[src/rtl/cpu_pkg.sv]
// cpu_pkg: instruction field positions, opcodes and fetch FSM states shared across the CPU
package cpu_pkg;
  localparam int OPCODE_MSB = 31;
  localparam int OPCODE_LSB = 27;
  localparam int RS_MSB = 26;
  localparam int RS_LSB = 22;
  localparam int RT_MSB = 21;
  localparam int RT_LSB = 17;
  localparam int RD_MSB = 16;
  localparam int RD_LSB = 12;
  localparam int IMM_MSB = 11;
  localparam int IMM_LSB = 0;
  localparam int IMM_W = 12;
  localparam logic [4:0] OP_JUMP = 5'b10010;
  localparam logic [4:0] OP_BEQ = 5'b10011;
  localparam logic [4:0] OP_BNE = 5'b10100;
  localparam logic [4:0] OP_BLT = 5'b10101;
  localparam logic [4:0] OP_BGT = 5'b10110;
  localparam logic [4:0] OP_BGE = 5'b10111;
  localparam logic [4:0] OP_BLE = 5'b11000;
  typedef enum logic [1:0] {FS_IDLE, FS_WAIT, FS_FAULT} fetch_state_e;
endpackage

[src/rtl/fetch_pc_calc.sv]
// fetch_pc_calc: next PC from jump (absolute), taken branch (relative) or sequential, modulo 2^PC_W
module fetch_pc_calc import cpu_pkg::*; #(
  parameter int PC_W = 16
) (
  input  logic [PC_W-1:0]  pc,
  input  logic [IMM_W-1:0] imm,
  input  logic             jump,
  input  logic             branch_taken,
  output logic [PC_W-1:0]  next_pc
);
  assign next_pc = jump ? PC_W'(imm) :
                   branch_taken ? pc + PC_W'(1) + PC_W'($signed(imm)) : pc + PC_W'(1);
endmodule

[src/rtl/fetch_unit.sv]
// fetch_unit: PC and instruction register with ready-handshake fetch; FETCH_TIMEOUT_EN adds a sticky fetch watchdog
module fetch_unit import cpu_pkg::*; #(
  parameter int              PC_W           = 16,
  parameter logic [PC_W-1:0] RESET_PC       = '0,
  parameter int              TIMEOUT_CYCLES = 255
) (
  input  logic            clk,
  input  logic            reset,
  input  logic            fetch_en,
  input  logic            pc_update,
  input  logic            branch_taken,
  input  logic            jump,
  output logic            imem_req,
  output logic [PC_W-1:0] imem_addr,
  input  logic            imem_ready,
  input  logic [31:0]     imem_rdata,
  output logic [31:0]     instruction,
  output logic            instr_valid,
  output logic [PC_W-1:0] pc,
  output logic            busy,
  output logic            fetch_fault
);
  fetch_state_e state, state_nx;
  logic pending, idle, go, done, timeout;
  logic [PC_W-1:0] next_pc;
  assign idle = state == FS_IDLE;
  assign go = idle && (pending || (fetch_en && !pc_update));
  assign imem_req = state == FS_WAIT;
  assign busy = imem_req;
  assign imem_addr = pc;
  assign done = imem_req && imem_ready;
  fetch_pc_calc #(.PC_W(PC_W)) u_pc_calc (
    .pc(pc),
    .imm(instruction[IMM_MSB:IMM_LSB]),
    .jump(jump),
    .branch_taken(branch_taken),
    .next_pc(next_pc)
  );
`ifdef FETCH_TIMEOUT_EN
  localparam int CW = $clog2(TIMEOUT_CYCLES + 1);
  logic [CW-1:0] cnt;
  assign timeout = imem_req && !imem_ready && cnt == CW'(TIMEOUT_CYCLES - 1);
  always_ff @(posedge clk or negedge reset)
    if (!reset) begin
      cnt <= '0;
      fetch_fault <= 1'b0;
    end else begin
      cnt <= go ? '0 : imem_req ? cnt + 1'b1 : cnt;
      if (timeout) fetch_fault <= 1'b1;
    end
`else
  logic unused_timeout;
  assign unused_timeout = ^TIMEOUT_CYCLES;
  assign timeout = 1'b0;
  assign fetch_fault = 1'b0;
`endif
  always_ff @(posedge clk or negedge reset)
    if (!reset) state <= FS_IDLE;
    else state <= state_nx;
  always_comb begin
    state_nx = state;
    if (go) state_nx = FS_WAIT;
    else if (done) state_nx = FS_IDLE;
    else if (timeout) state_nx = FS_FAULT;
  end
  // fetch_en together with pc_update is deferred so the fetch uses the updated PC
  always_ff @(posedge clk or negedge reset)
    if (!reset) begin
      pc <= RESET_PC;
      instruction <= '0;
      instr_valid <= 1'b0;
      pending <= 1'b0;
    end else begin
      if (idle && pc_update) pc <= next_pc;
      if (done) instruction <= imem_rdata;
      instr_valid <= (go || (idle && pc_update)) ? 1'b0 : done ? 1'b1 : instr_valid;
      pending <= go ? 1'b0 : pending | (idle && fetch_en && pc_update);
    end
endmodule

[config.mk]
export PLATFORM = sky130hd
export DESIGN_NAME = fetch_unit
export DESIGN_NICKNAME = d
export VERILOG_FILES = /design/src/rtl/cpu_pkg.sv /design/src/rtl/fetch_pc_calc.sv /design/src/rtl/fetch_unit.sv
export SDC_FILE = /design/constraint.sdc
export NUM_CORES = 1
export LEC_CHECK = 0
export CAP_MARGIN = 30
export CORE_MARGIN = 2
export CORE_UTILIZATION = 51
export DETAILED_ROUTE_END_ITERATION = 16
export GPL_TIMING_DRIVEN = 0
export PLACE_DENSITY = 0.86
export SLEW_MARGIN = 25
export SYNTH_ARGS = -nofsm -noshare
export SYNTH_HDL_FRONTEND = slang
export SYNTH_HIERARCHICAL = 1
export SYNTH_SLANG_ARGS = --single-unit
[constraint.sdc]
create_clock -name clk -period 4.9 [get_ports clk]
set_input_delay 0.98 -clock clk [delete_from_list [all_inputs] [get_ports clk]]
set_output_delay 0.98 -clock clk [all_outputs]
set_load 0.02 [all_outputs]
Yosys cells after proc, flatten, opt, wreduce, memory -nomap -nowiden
Index checks and enable logic that the tools add are counted.
{"block": "classes", "n_addsub": 2, "eq_ne": 1, "muxes": 7, "bitwise_logic": 1, "n_reduce_logical": 12}
{"operator": "2-to-1 mux 16 bit", "count": 2}
{"operator": "adder 16 x 1 -> 16 bit, second input constant", "count": 1}
{"operator": "adder 16 bit", "count": 1}
{"operator": "logical AND 1 bit", "count": 6}
{"operator": "2-to-1 mux 2 bit", "count": 2}
{"operator": "nonzero test 2 bit", "count": 2}
{"operator": "2-to-1 mux 1 bit", "count": 3}
{"operator": "== test 2 x 1 -> 1 bit, second input constant", "count": 1}
{"operator": "zero test 2 bit", "count": 1}
{"operator": "logical OR 1 bit", "count": 2}
{"operator": "zero test 1 bit", "count": 1}
{"operator": "bitwise OR 1 bit", "count": 1}
{"block": "totals", "regBits": 52, "input_bits": 39, "out_inout_bits": 68, "word_cells": 28}

Depth between registers and ports, before layout
Gate-level depths: netlist of run 1.
{"block": "logic_depth", "word_depth": 6, "ltp_mapped": 13, "ltp_nobuf": 12}

Hierarchy
The synthesis of run 1 kept the hierarchy.
{"module": "fetch_unit", "instances": 1, "cells_per_inst": 132, "area_each_um2": 2114.5, "seq_area_each_um2": 1276.2}
{"module": "fetch_pc_calc", "instances": 1, "cells_per_inst": 195, "area_each_um2": 1320.0, "seq_area_each_um2": 0.0}

Worst setup path before layout of run 1
OpenSTA, ideal clock, no wires.
{"block": "synth_path", "path_type": "register to register", "from": "reg pc[0] (netlist: imem_addr[0])", "to": "reg pc[13] (netlist: imem_addr[13])", "setup_time_ns": 0.125, "arrival_ns": 3.074, "required_time_ns": 4.775, "slack_ns": 1.701, "stages_incl_launch_ff": 14, "n_path_buf": 1, "synth_period_minus_slack_ns": 3.199, "cell_sequence": "dfrtp_1 ha_1 clkbuf_1 nand2_1 nor2_1 xor2_1 ha_1 and2_4 or3_4 o211ai_2 a21oi_1 mux2i_1 a221o_1 mux2_4"}
{"block": "synth_via", "elab_chain_len": 4}
{"item": "start: declaration", "line_no": "fetch_unit.sv:19", "rtl": "output logic [PC_W-1:0] pc,"}
{"item": "start signal: assignment", "line_no": "fetch_unit.sv:74", "rtl": "if (idle && pc_update) pc <= next_pc;"}
{"item": "adder 16 x 1 -> 16 bit (*)", "line_no": "fetch_pc_calc.sv:12", "rtl": "branch_taken ? pc + PC_W'(1) + PC_W'($signed(imm)) : pc + PC_W'(1);"}
{"item": "adder 16 bit", "line_no": "fetch_pc_calc.sv:12"}
{"item": "2-to-1 mux 16 bit (*)", "line_no": "fetch_pc_calc.sv:12"}
{"item": "2-to-1 mux 16 bit (*)", "line_no": "fetch_pc_calc.sv:11", "rtl": "assign next_pc = jump ? PC_W'(imm) :"}
{"item": "named net next_pc[13]", "line_no": "fetch_unit.sv:25", "rtl": "logic [PC_W-1:0] next_pc;"}
The timed path passes the listed nets; every way through them passes the cells marked *.
A chain may end at the register's enable or synchronous reset.

Worst setup path in the final report of run 1
{"block": "layout_path", "from": "reg pc[0] (netlist: imem_addr[0])", "to": "reg pc[9] (netlist: imem_addr[9])"}
Same word-level chain as after synthesis.

==> summary.txt, run 1 <==
status: completed
Yosys reg bits: 51
total net switching power: 1.74 mW
CTS tree: done
GR Util All Layers: 22.9%
CP Buf/Inv Count: 1
cell count after synthesis: 327
routed wire length per instance: 16.5 um
Final Max Slew Viols: 0
fin nets: 497
dpl ws: 1240 ps
layout cells sized above 1: 20.7%
PD cells: 828 nW/um2
CP top delay family: compound AO/OA/AOI/OAI gates
Seq. cell area: 1280 um2
Syn Area/Cell: 10.5 um2
total die area: 7410 um2
Tot Pwr: 3.87 mW
Antenna Diode Count: 0
leak pwr: 1.98 nW
CP arrival: 3960 ps
Tmin final: 3750 ps
Die Y: 86.1 um
CP Capture Type: register
most common cell in the synthesized netlist: dfrtp_1
post-synth net total: 386
Worst Hold Class: reg -> reg
DIE WIDTH: 86.1 um
port bufs: 104
CTS Hold Bufs: 0
CTS Sinks: 51
Seq/Total Area, Yosys: 37.2%
Yosys Warn Count: 6
Core Area: 6420 um2
final setup fails: 0
switching share of total power: 45.1%
Post-Syn Area: 3430 um2
Setup Fix Bufs, Post-CTS: 0
Fillers: 478
vias in the first global route: 2970
pin count of the biggest net entering global routing: 52
WHS: 513 ps
final antenna-violating net count: 0
Max-Cap Viols: 0
largest stage delay on the critical path: 530 ps
Distinct cells, synth: 55
combined area of the multi-input logic cells: 1910 um2
Initial Util: 53.5%
num rows: 29
Slew @ Worst Pin: 641 ps
Synth-to-Final Area Change: 35.8%
ys async rst share: 100%
final period utilization: 76.5%
Ports: 107
CP Cell Sequence: ha_1, clkbuf_1, nand2_1, nor2_1, xor2_1, ha_1, and2_4, or3_4, o21ai_1, nor4_1, a2111oi_0, a2bb2oi_1, mux2_4
most frequent cell on the critical path: ha_1
DRC errors left: 0
logic gate share of total power: 70.0%
CP max-delay cell: a2111oi_0
Flop pwr share: 22.9%
maximum VDD drop: 0.000584 V
final hold vios: 0
area fraction of the dominant cell type after synthesis: 37.2%
final wirelength: 8510 um
Fin Clk Skew: 5.06 ps
Rel. slew slack: 57.3%
clk root buf: clkbuf_8
synth cell count leaders: dfrtp_1, mux2_2, nand2_1, nor2_1, ha_1
Synth area leader: dfrtp_1
DPL Wire Length: 6330 um
WS Path Type: reg -> reg
Post-CTS Resized: 0
Worst EP required: 5110 ps
Max Clk Rate: 267 MHz
deepest clock path buffer count: 2
via count: 2966
1st-iter DRT viols: 162
gpl congestion: 0.911
CTS clk-pin slew, worst paths: 100 ps
Post-synth EDFFs: 0
clock share of power: 7.1%
routed vias/inst: 5.75
GRT overflow: 0
final worst slack: 1150 ps
drt pass-1 iters: 4
Inserted Clock Buffers: 5
initial antenna violation count: 0
Internal: 2.12 mW
synth top area cells: dfrtp_1, mux2_2, ha_1, xnor2_1, buf_4
Most used DFF post-synth: dfrtp_1
TNS Setup: 0 ps
first-pass GRT wire length: 13600 um
Final Util: 72.6%
clock latency reported for the late side of the worst-skew pair: 310 ps
CP Max Fanout: 8
crit path launch type: register
RSZ-0062 raised after global routing: false
H-Tree Level Count: 2
area by class of cell:
type                    count  area share, %
multi-input cells         241           41.0
flip-flops and latches     51           27.4
repair buffers            104           22.3
plain buffers              29           4.80
well taps                  77           2.06
clock buffers               6           1.77
inverters                   6          0.483
clock inverters             2          0.295
layer usage:
metal,vias up,GRT usage (%),part of all wire (%)
met5,-,0,0
met4,0,6.64,1.0
li1,1378,-,-
met2,140,40.2,50
met1,1433,27.1,42
met3,15,6.54,7.7
sequential cells by signal (all words and copies together) (netlist names):
register and flops:
state 1, pending 1, imem_addr 16, instruction 32, instr_valid 1
placed cells by master (no fill, tap or decap), types with 4 or more instances in the layout:
master / count
a211oi_1: 5
a21oi_1: 14
buf_4: 19
buf_6: 4
clkbuf_1: 4
clkbuf_8: 6
clkdlybuf4s50_1: 103
dfrtp_1: 51
ha_1: 19
inv_1: 6
mux2_2: 40
mux2_4: 9
nand2_1: 25
nand3_1: 10
nor2_1: 20
nor3_1: 8
o211ai_1: 4
o21ai_0: 18
xnor2_1: 16
xor2_1: 9
worst reg2reg max path: stages (launching register included):
cell and delay [ps]:
dfrtp_1 520, ha_1 200, clkbuf_1 350, nand2_1 100, nor2_1 120, xor2_1 200, ha_1 320, and2_4 200
or3_4 340, o21ai_1 260, nor4_1 70, a2111oi_0 530, a2bb2oi_1 160, mux2_4 290
power by group through the flow:
stage	Combinational, mW	Clock [mW]	Sequential [mW]
floorplan	1.58	0	1.09
global placement	2.61	0	0.876
detailed placement	2.67	0	0.892
CTS	2.69	0.276	0.887
global route	2.92	0.293	0.921
finish	2.71	0.274	0.885
cells by family after synthesis:
logic type	count (synthesis)	share of synthesized area [%]
compound gates	63	12.6
xor+xnor	25	6.38
fa+ha+maj	20	7.50
buf+inv	35	7.18
flops	51	37.2
mux	52	17.9
other cells	1	0.109
simple gates	80	11.2
final timing paths:
kind	from	endpoint	slack (ps)	cells past startpoint
worst max-delay path	imem_addr[0]	imem_addr[9]	1150	13
worst min-delay path	instruction[20]	instruction[20]	510	1
worst max register to register	imem_addr[0]	imem_addr[9]	1150	13
worst min register to register	instruction[20]	instruction[20]	510	1
max in group asynchronous	reset	imem_addr[5]	3790	1
min in group asynchronous	reset	imem_addr[11]	680	1
stage by stage:
step	cell area (um2)	std cells
after floorplan	3430	327
after global placement	4570	508
after detailed placement	4570	508
after CTS	4670	516
after global routing	4670	516
final	4670	516
(Power assumes the default switching activity.)
==> run 2: changes to the inputs <==
- CORE_UTILIZATION: 51 -> 43
- PLACE_DENSITY: 0.86 -> 0.78
- clock period: 4.9 -> 3.25 ns (I/O delays scaled with it)
==> summary.txt, run 2 (same netlist as run 1, synthesis figures left out) <==
Flop pwr share: 23.0% (about the same)
Fillers: 646 (+35%)
Worst EP required: 3450 ps (-1660 ps)
total net switching power: 2.62 mW (+50%)
crit path launch type: register
clk root buf: clkbuf_8
drt pass-1 iters: 4 (unchanged)
Final Util: 62.1% (-11 points)
CTS Sinks: 51 (unchanged)
non-filler cells, final: 545 (+5.6%)
final setup fails: 0 (unchanged)
Most flops, register: instruction
Tot Pwr: 5.88 mW (+52%)
routed wire length per instance: 15.5 um (-6.1%)
Slew @ Worst Pin: 640 ps (-0.882 ps)
worst-case reg-to-reg path depth: 12 (-1)
CTS clk-pin slew, worst paths: 100 ps (about the same)
GRT overflow: 0 (unchanged)
Area after DPL: 4600 um2 (+0.68%)
Fin Clk Skew: 7.17 ps (+2.11 ps)
DIE WIDTH: 93.4 um (+8.5%)
final antenna-violating net count: 0 (unchanged)
GR Util All Layers: 19.0% (-3.9 points)
logic gate share of total power: 70.8% (+0.8 points)
port bufs: 104 (unchanged)
DRC errors left: 0 (unchanged)
most frequent cells in the layout: clkdlybuf4s50_1, dfrtp_1, mux2_2
Inserted Clock Buffers: 5 (unchanged)
Largest register FFs: 32 (unchanged)
Top Usage Layer GRT: met2
GRT met1 Usage: 24.7% (-2.5 points)
first-pass GRT wire length: 13100 um (-3.5%)
final period utilization: 95.9% (+19 points)
Max Clk Rate: 321 MHz (+20%)
final wirelength: 8430 um (-0.87%)
H-Tree Level Count: 2 (unchanged)
num rows: 32 (+10%)
switching share of total power: 44.5% (-0.53 points)
most common cell after layout, fill and taps aside: clkdlybuf4s50_1
Final Max Slew Viols: 0 (unchanged)
WS Path Type: reg -> reg
CP Capture Type: register
layout cells sized above 1: 25.5% (+4.8 points)
Core Area: 7730 um2 (+20%)
Die Y: 93.4 um (+8.5%)
met3 global-route usage: 3.95% (-2.6 points)
pin count of the biggest net entering global routing: 52 (unchanged)
PD cells: 1230 nW/um2 (+48%)
routed vias/inst: 5.22 (-9.2%)
CTS tree: done
final hold vios: 0 (unchanged)
clock latency reported for the late side of the worst-skew pair: 310 ps (about the same)
gpl congestion: 0.914 (+0.36%)
final instance area: 4800 um2 (+2.9%)
maximum VDD drop: 0.000693 V (+19%)
CTS Hold Bufs: 0 (unchanged)
Cells after DPL: 533 (+4.9%)
WHS: 351 ps (-162 ps)
Synth-to-Final Area Change: 39.8%
leak pwr: 2.02 nW (+2.4%)
Rel. slew slack: 57.4% (+0.059 points)
CP Max Fanout: 7 (-1)
via count: 2844 (-4.1%)
Ports: 107 (unchanged)
vias in the first global route: 2712 (-8.7%)
Worst Hold Class: in -> async
Max-Cap Viols: 0 (unchanged)
dpl ws: -322 ps (-1560 ps)
TNS Setup: 0 ps (unchanged)
Tmin final: 3120 ps (-633 ps)
CP arrival: 3310 ps (-650 ps)
Antenna Diode Count: 0 (unchanged)
final worst slack: 133 ps (-1020 ps)
fin nets: 502 (+1.0%)
total die area: 8720 um2 (+18%)
Initial Util: 44.4% (-9.0 points)
met2 track utilization from global routing: 31.8% (-8.5 points)
status: completed
DPL Wire Length: 6330 um (about the same)
initial antenna violation count: 0 (unchanged)
clock share of power: 6.2% (-0.9 points)
Internal: 3.26 mW (+54%)
1st-iter DRT viols: 153 (-5.6%)
deepest clock path buffer count: 2 (unchanged)
[run 2: cell types whose count changed in the layout (fill, tap and decap cells not counted), moves of 3 or more]
cell | before | now
dfrtp_1 | 51 | 43
dfrtp_2 | 0 | 8
buf_4 | 19 | 25
xnor2_1 | 16 | 13
xnor2_2 | 0 | 3
[run 2: critical path, cell delays in order, from the launching register on]
cell,delay (ps)
dfrtp_2,440
ha_4,220
nand2_1,70
nor2_1,110
xor2_1,200
ha_1,320
and2_4,190
or3_4,340
o211ai_2,250
a21oi_1,140
mux2i_1,140
a221o_1,330
mux2_4,260
[run 2: area by class of cell]
class                           count  area (um2)  area share, %
Buffer                             28         220           4.59
Timing Repair Buffer              110        1080           22.6
Sequential cell                    51        1290           26.8
Multi-Input combinational cell    241        1980           41.2
Clock inverter                      2        13.8          0.287
Clock buffer                        5        68.8           1.43
Inverter                            6        22.5          0.469
Tap cell                          102         128           2.66
[run 2: path summary, 6_finish.rpt]
| path | start | end | slack, ps |
|---|---|---|---|
| max | imem_addr[0] | imem_addr[13] | 130 |
| min | reset | imem_addr[12] | 350 |
| max reg2reg | imem_addr[0] | imem_addr[13] | 130 |
| min reg2reg | instruction[28] | instruction[28] | 510 |
| max in group asynchronous | reset | imem_addr[5] | 2420 |
| min in group clk | instruction[28] | instruction[28] | 510 |
[run 2: power by group through the flow]
stage	sequential (mW)	combinational (mW)	clock (mW)
final	1.35	4.17	0.364
after global routing	1.41	4.51	0.398
after CTS	1.35	4.08	0.375
after detailed placement	1.35	4.03	0
after global placement	1.32	3.94	0
after floorplan	1.64	2.38	0
[run 2: layer usage]
| layer | up-vias | routed length [um] |
|---|---|---|
| met5 | - | 0 |
| met4 | 0 | 123 |
| met3 | 10 | 493 |
| met2 | 87 | 4150 |
| met1 | 1356 | 3670 |
| li1 | 1391 | - |
[run 2: what timing repair did]
item                                    4_1_cts  5_1_grt
pin swaps                                     0        2
cloned                                        0        0
setup buffers                                 0        6
resized for setup                            10       11
endpoints found under the setup margin        5        5
